`src/rtl/display_sequencer_if.sv`:
```
// Message handshake bundle between game logic and display_sequencer.
interface display_sequencer_if;
    logic        msg_valid;
    logic        msg_ready;
    logic [31:0] msg_bcd;
    logic [7:0]  msg_blank;
    logic        msg_abort;

    modport master (
        output msg_valid,
        output msg_bcd,
        output msg_blank,
        output msg_abort,
        input  msg_ready
    );

    modport slave (
        input  msg_valid,
        input  msg_bcd,
        input  msg_blank,
        input  msg_abort,
        output msg_ready
    );
endinterface

```
`src/rtl/display_sequencer.sv`:
```
// Shares the 8-digit display between score digits and timed blinking messages.
// Optional LEADING_ZERO_BLANK_EN auto-blanks leading zero score digits.
module display_sequencer #(
    parameter int HOLD_CYCLES  = 32,
    parameter int BLINK_CYCLES = 4
) (
    input  logic                clock,
    input  logic                reset_L,
    input  logic [31:0]         score_bcd,
    input  logic [7:0]          score_blank,
    display_sequencer_if.slave  msg,
    output logic                busy,
    output logic [31:0]         bcd_out,
    output logic [7:0]          blank_out
);

    typedef enum logic [1:0] {
        SCORE,
        MSG_ON,
        MSG_OFF
    } state_t;

    localparam logic [23:0] HOLD_LD  = 24'(HOLD_CYCLES - 1);
    localparam logic [23:0] BLINK_LD = 24'(BLINK_CYCLES - 1);

    state_t      state;
    logic [23:0] hold_cnt;
    logic [23:0] blink_cnt;
    logic [31:0] msg_bcd_q;
    logic [7:0]  msg_blank_q;
    logic [7:0]  score_blank_eff;

    assign msg.msg_ready = reset_L && (state == SCORE);

`ifdef LEADING_ZERO_BLANK_EN
    logic [7:0] lz_mask;
    logic       zero_run;

    // Walk down from the top digit; digit0 always stays visible.
    always_comb begin
        lz_mask  = 8'h00;
        zero_run = 1'b1;
        for (int i = 7; i >= 1; i--) begin
            zero_run   = zero_run && (score_bcd[i*4 +: 4] == 4'h0);
            lz_mask[i] = zero_run;
        end
    end

    assign score_blank_eff = score_blank | lz_mask;
`else
    assign score_blank_eff = score_blank;
`endif

    always_ff @(posedge clock or negedge reset_L) begin
        if (!reset_L) begin
            state       <= SCORE;
            busy        <= 1'b0;
            hold_cnt    <= 24'h0;
            blink_cnt   <= 24'h0;
            msg_bcd_q   <= 32'h0;
            msg_blank_q <= 8'h0;
            bcd_out     <= 32'h0;
            blank_out   <= 8'hFF;
        end else begin
            case (state)
                SCORE: begin
                    bcd_out   <= score_bcd;
                    blank_out <= score_blank_eff;
                    if (msg.msg_valid) begin
                        msg_bcd_q   <= msg.msg_bcd;
                        msg_blank_q <= msg.msg_blank;
                        state       <= MSG_ON;
                        busy        <= 1'b1;
                        hold_cnt    <= HOLD_LD;
                        blink_cnt   <= BLINK_LD;
                        bcd_out     <= msg.msg_bcd;
                        blank_out   <= msg.msg_blank;
                    end
                end
                MSG_ON, MSG_OFF: begin
                    // Abort and hold expiry both win over a blink toggle.
                    if (msg.msg_abort || hold_cnt == 24'h0) begin
                        state     <= SCORE;
                        busy      <= 1'b0;
                        bcd_out   <= score_bcd;
                        blank_out <= score_blank_eff;
                    end else begin
                        hold_cnt <= hold_cnt - 24'h1;
                        bcd_out  <= msg_bcd_q;
                        if (blink_cnt == 24'h0) begin
                            blink_cnt <= BLINK_LD;
                            if (state == MSG_ON) begin
                                state     <= MSG_OFF;
                                blank_out <= 8'hFF;
                            end else begin
                                state     <= MSG_ON;
                                blank_out <= msg_blank_q;
                            end
                        end else begin
                            blink_cnt <= blink_cnt - 24'h1;
                            blank_out <= (state == MSG_ON) ? msg_blank_q : 8'hFF;
                        end
                    end
                end
                default: begin
                    state <= SCORE;
                    busy  <= 1'b0;
                end
            endcase
        end
    end

endmodule
```
`src/flat_wrapper.sv`:
```
// flat-port wrapper written by rule: the top's interface ports become plain ports
module display_sequencer_flat 
#(
    parameter int HOLD_CYCLES  = 32,
    parameter int BLINK_CYCLES = 4
)
  (clock, reset_L, score_bcd, score_blank, busy, bcd_out, blank_out, msg_msg_valid, msg_msg_bcd, msg_msg_blank, msg_msg_abort, msg_msg_ready);
  display_sequencer_if msg_i ();
  input  logic clock;
  input  logic reset_L;
  input  logic [31:0] score_bcd;
  input  logic [7:0] score_blank;
  output logic busy;
  output logic [31:0] bcd_out;
  output logic [7:0] blank_out;
  input wire logic [$bits(msg_i.msg_valid)-1:0] msg_msg_valid;
  input wire logic [$bits(msg_i.msg_bcd)-1:0] msg_msg_bcd;
  input wire logic [$bits(msg_i.msg_blank)-1:0] msg_msg_blank;
  input wire logic [$bits(msg_i.msg_abort)-1:0] msg_msg_abort;
  output wire logic [$bits(msg_i.msg_ready)-1:0] msg_msg_ready;
  assign msg_i.msg_valid = msg_msg_valid;
  assign msg_i.msg_bcd = msg_msg_bcd;
  assign msg_i.msg_blank = msg_msg_blank;
  assign msg_i.msg_abort = msg_msg_abort;
  assign msg_msg_ready = msg_i.msg_ready;
  display_sequencer #(.HOLD_CYCLES(HOLD_CYCLES), .BLINK_CYCLES(BLINK_CYCLES)) u_core (.clock(clock), .reset_L(reset_L), .score_bcd(score_bcd), .score_blank(score_blank), .msg(msg_i), .busy(busy), .bcd_out(bcd_out), .blank_out(blank_out));
endmodule
```
`config.mk`:
```
export PLATFORM = sky130hd
export DESIGN_NAME = display_sequencer_flat
export DESIGN_NICKNAME = d
export VERILOG_FILES = /design/src/rtl/display_sequencer_if.sv /design/src/rtl/display_sequencer.sv /design/src/flat_wrapper.sv
export SDC_FILE = /design/constraint.sdc
export NUM_CORES = 1
export LEC_CHECK = 0
export ABC_AREA = 1
export BUFFER_PORTS_ARGS = -buffer_cell sky130_fd_sc_hd__buf_4
export CORE_MARGIN = 1
export CORE_UTILIZATION = 52
export CTS_CLUSTER_DIAMETER = 60
export CTS_CLUSTER_SIZE = 12
export DETAILED_ROUTE_END_ITERATION = 10
export GPL_TIMING_DRIVEN = 0
export HOLD_SLACK_MARGIN = 0.08
export PLACE_DENSITY = 0.84
export SLEW_MARGIN = 20
export SYNTH_ARGS = -nofsm -noshare
export SYNTH_HDL_FRONTEND = slang
export SYNTH_SLANG_ARGS = --single-unit
```
`constraint.sdc`:
```
create_clock -name clock -period 3.2 [get_ports clock]
set_input_delay 0.32 -clock clock [delete_from_list [all_inputs] [get_ports clock]]
set_output_delay 0.32 -clock clock [all_outputs]
set_load 0.01 [all_outputs]
```
==> run metrics <==
status=finished clean; Top Ports=126; Worst path top cell family by delay=buffers and inverters; crit-path max FO=69; switching share of power=0.463; Int Pwr=5.83 mW; die area=16,000 um2; Critical Path End Type=primary output; Finish-stage setup viols=0; layout cells sized above 1=0.214; Port Buffers=124; max cap viols=0; total power=10.8 mW; post-DP HPWL=15,900 um; startpoint types=input pin; Longest Clk Path Bufs=2; number of remaining DRC errors=0; # rows=45; die width=126 um; Synth Register Bits=131; clock network power share=0.184; wire per inst=15.3 um; Least-Margin Pin Slew=0.636 ns; total clock sinks=131; Synth Warn #=0; Final min period=2.32 ns; register area=3290 um2; Finished Layout Cells=1,480; worst slack, placed=0.997 ns; final-layout fill cell count=1,273; Mapped Nets=1,224; core area=15,100 um2; Power Dens Cells=1100 nW/um2; DR iter-0 viols=731; Area Growth Syn to Fin=22.5%; final instance area=9850 um2; Slew Limit Fails=0; setup ws final=0.879 ns; Total Routing Usage GR=0.293; number of CTS-inserted buffers=17; P_sw=5.02 mW; Worst Path Buf+Inv=5; Critical R2R Launch=u_core.state[0]$_DFFE_PN0P_; Mean Syn Cell Area=7.09 um2; relative slew slack=0.576; Hold Crit Depth=2; combinational share of power=0.534; global placer's final weighted congestion=0.959; Multi-input gate area=4190 um2; pin count of the biggest net entering global routing=70; nets@finish=1,369; critical path class=in -> out; crit path cell chain=dlygate4sd3_1 > buf_8 > buf_16 > nand2_1 > inv_1 > buf_4; Gate Count Post-Synth=1,134; Final ANT Viol Nets=0; vias post-DR=8,050; Hold Vio Cnt, Final=0; Initial Util=0.531; f_max=431 MHz; worst endpoint required time=2.88 ns; DR vias/cell=5.44; drt first pass iters=6; Synth Cell Area=8040 um2; number of global-route vias before repair=7,628; Seq pwr share=0.282; worst hold start=msg_msg_bcd[6]; CP Launch Point=reset_L; HP Class=in -> reg; RSZ-0062 raised after global routing=no; Final TNS setup=0 ns; worst path arrival time=2.00 ns; Detailed Route WL=22,600 um; Clk Latency, worst-skew pair=0.42 ns; # placed instances=1,447; Post-CTS Setup Bufs=0; first-pass GRT wire length=36,900 um; initial antenna violation count=0; H-tree lvl count=4; Die Ht=126 um; hold endpoint=u_core.msg_bcd_q[6]$_DFFE_PN0P_; Crit-path slowest cell=dlygate4sd3_1; CTS clk-pin slew, worst paths=0.06 ns; Root Driver=clkbuf_16; max incr delay on CP=0.56 ns; Final period util=0.725; P_leak=5.20 nW; global route overflow=0; worst reg-to-reg setup slack=0.92 ns; peak supply drop=0.652 mV; TritonCTS clock tree=yes; Core Util, Final=0.650; antenna fix cells=0; worst hold slack=0.133 ns; r2r worst-path depth=8; worst flop-to-flop path endpoint=u_core.blank_out[4]$_DFFE_PN1P_; sequential fraction of the synthesis area=0.409; cell area after placement=9240 um2; count of cell types in the netlist=31; Fin Clk Skew=0.00626 ns
[routing by layer]
metal / vias to the layer above / share of wire / track usage
li1: 3870 / - / -
met1: 3770 / 0.43 / 0.385
met2: 369 / 0.47 / 0.477
met3: 41 / 0.077 / 0.0717
met4: 0 / 0.020 / 0.0978
met5: - / 0 / 0
[worst max-delay path by stage]
stage,to,slack (ns),cells after the start
floorplan,u_core.blink_cnt[21]$_DFFE_PN0P_,1.48,11
global placement,msg_msg_ready,0.82,4
detailed placement,u_core.blank_out[0]$_DFFE_PN1P_,1.0,8
CTS,msg_msg_ready,0.83,6
global route,msg_msg_ready,0.71,6
finish,msg_msg_ready,0.88,6
[logic make-up after synthesis]
logic type               Yosys count  synth area share
AND/OR/NAND/NOR                  748             0.384
flip-flops                       131             0.409
buffers and inverters            128            0.0697
AO/OA/AOI/OAI                     62            0.0517
multiplexers                      40            0.0560
XOR/XNOR                          19            0.0207
adder cells (fa/ha/maj)            6           0.00934
[layout make-up]
| class | count | area share |
|---|---|---|
| plain buffers | 56 | 0.0295 |
| clock buffers | 17 | 0.0432 |
| clock inverters | 15 | 0.0174 |
| inverters | 72 | 0.0274 |
| multi-input cells | 875 | 0.426 |
| flip-flops and latches | 131 | 0.334 |
| well taps | 188 | 0.0239 |
| repair buffers | 126 | 0.0991 |
[sequential cells by signal (all words and copies together) (netlist names)]
signal              cells
u_core.bcd_out         32
u_core.blink_cnt       24
u_core.msg_bcd_q       32
u_core.blank_out        8
u_core.hold_cnt        24
u_core.msg_blank_q      8
u_core.state            2
u_core.busy             1
[placed cells by master (no fill, tap or decap), drive strengths merged, types with 5 or more instances in the layout]
master  count
dfrtp     123
nand3      94
nand2     497
a21oi      19
dfstp       8
inv        77
clkinv      5
nand4      31
buf       151
ha          6
xor2       17
mux2       40
clkbuf     47
nor2      122
o21ai      37
[power by group through the flow]
| stage | Combinational, mW | Clock (mW) | Sequential (mW) |
|---|---|---|---|
| floorplan | 3.99 | 0 | 3.05 |
| global placement | 5.60 | 0 | 3.02 |
| detailed placement | 5.71 | 0 | 3.04 |
| CTS | 5.75 | 2.01 | 3.03 |
| global route | 6.46 | 2.08 | 3.14 |
| finish | 5.79 | 2.00 | 3.06 |
[Yosys cell counts]
cell type / count / area (um2)
clkinv_1: 1 / 3.75
nand3_4: 2 / 35.0
nor2_1: 117 / 439
buf_2: 16 / 80.1
xor2_1: 17 / 149
nor2_2: 4 / 25.0
a21oi_2: 1 / 8.76
buf_4: 1 / 7.51
xnor2_1: 2 / 17.5
o21bai_1: 4 / 30.0
buf_6: 3 / 33.8
buf_8: 3 / 45.0
nand4_1: 31 / 194
inv_2: 1 / 3.75
a21o_1: 2 / 15.0
or2_2: 4 / 25.0
dfrtp_1: 123 / 3080
mux2_2: 40 / 450
o21ai_2: 23 / 201
dfstp_2: 8 / 210
nor2_4: 1 / 11.3
a21oi_1: 18 / 90.1
ha_1: 6 / 75.1
nand2_2: 12 / 75.1
inv_1: 70 / 263
nand2_1: 485 / 1820
o21ai_0: 7 / 35.0
clkbuf_1: 30 / 113
o21ai_1: 7 / 35.0
buf_1: 3 / 11.3
nand3_1: 92 / 460
[timing repair]
action	4_1_cts	5_1_grt
hold buffers	1	0
resized for setup	0	0
endpoints found under the hold margin	55	0
Power figures use the tool's default switching activity.
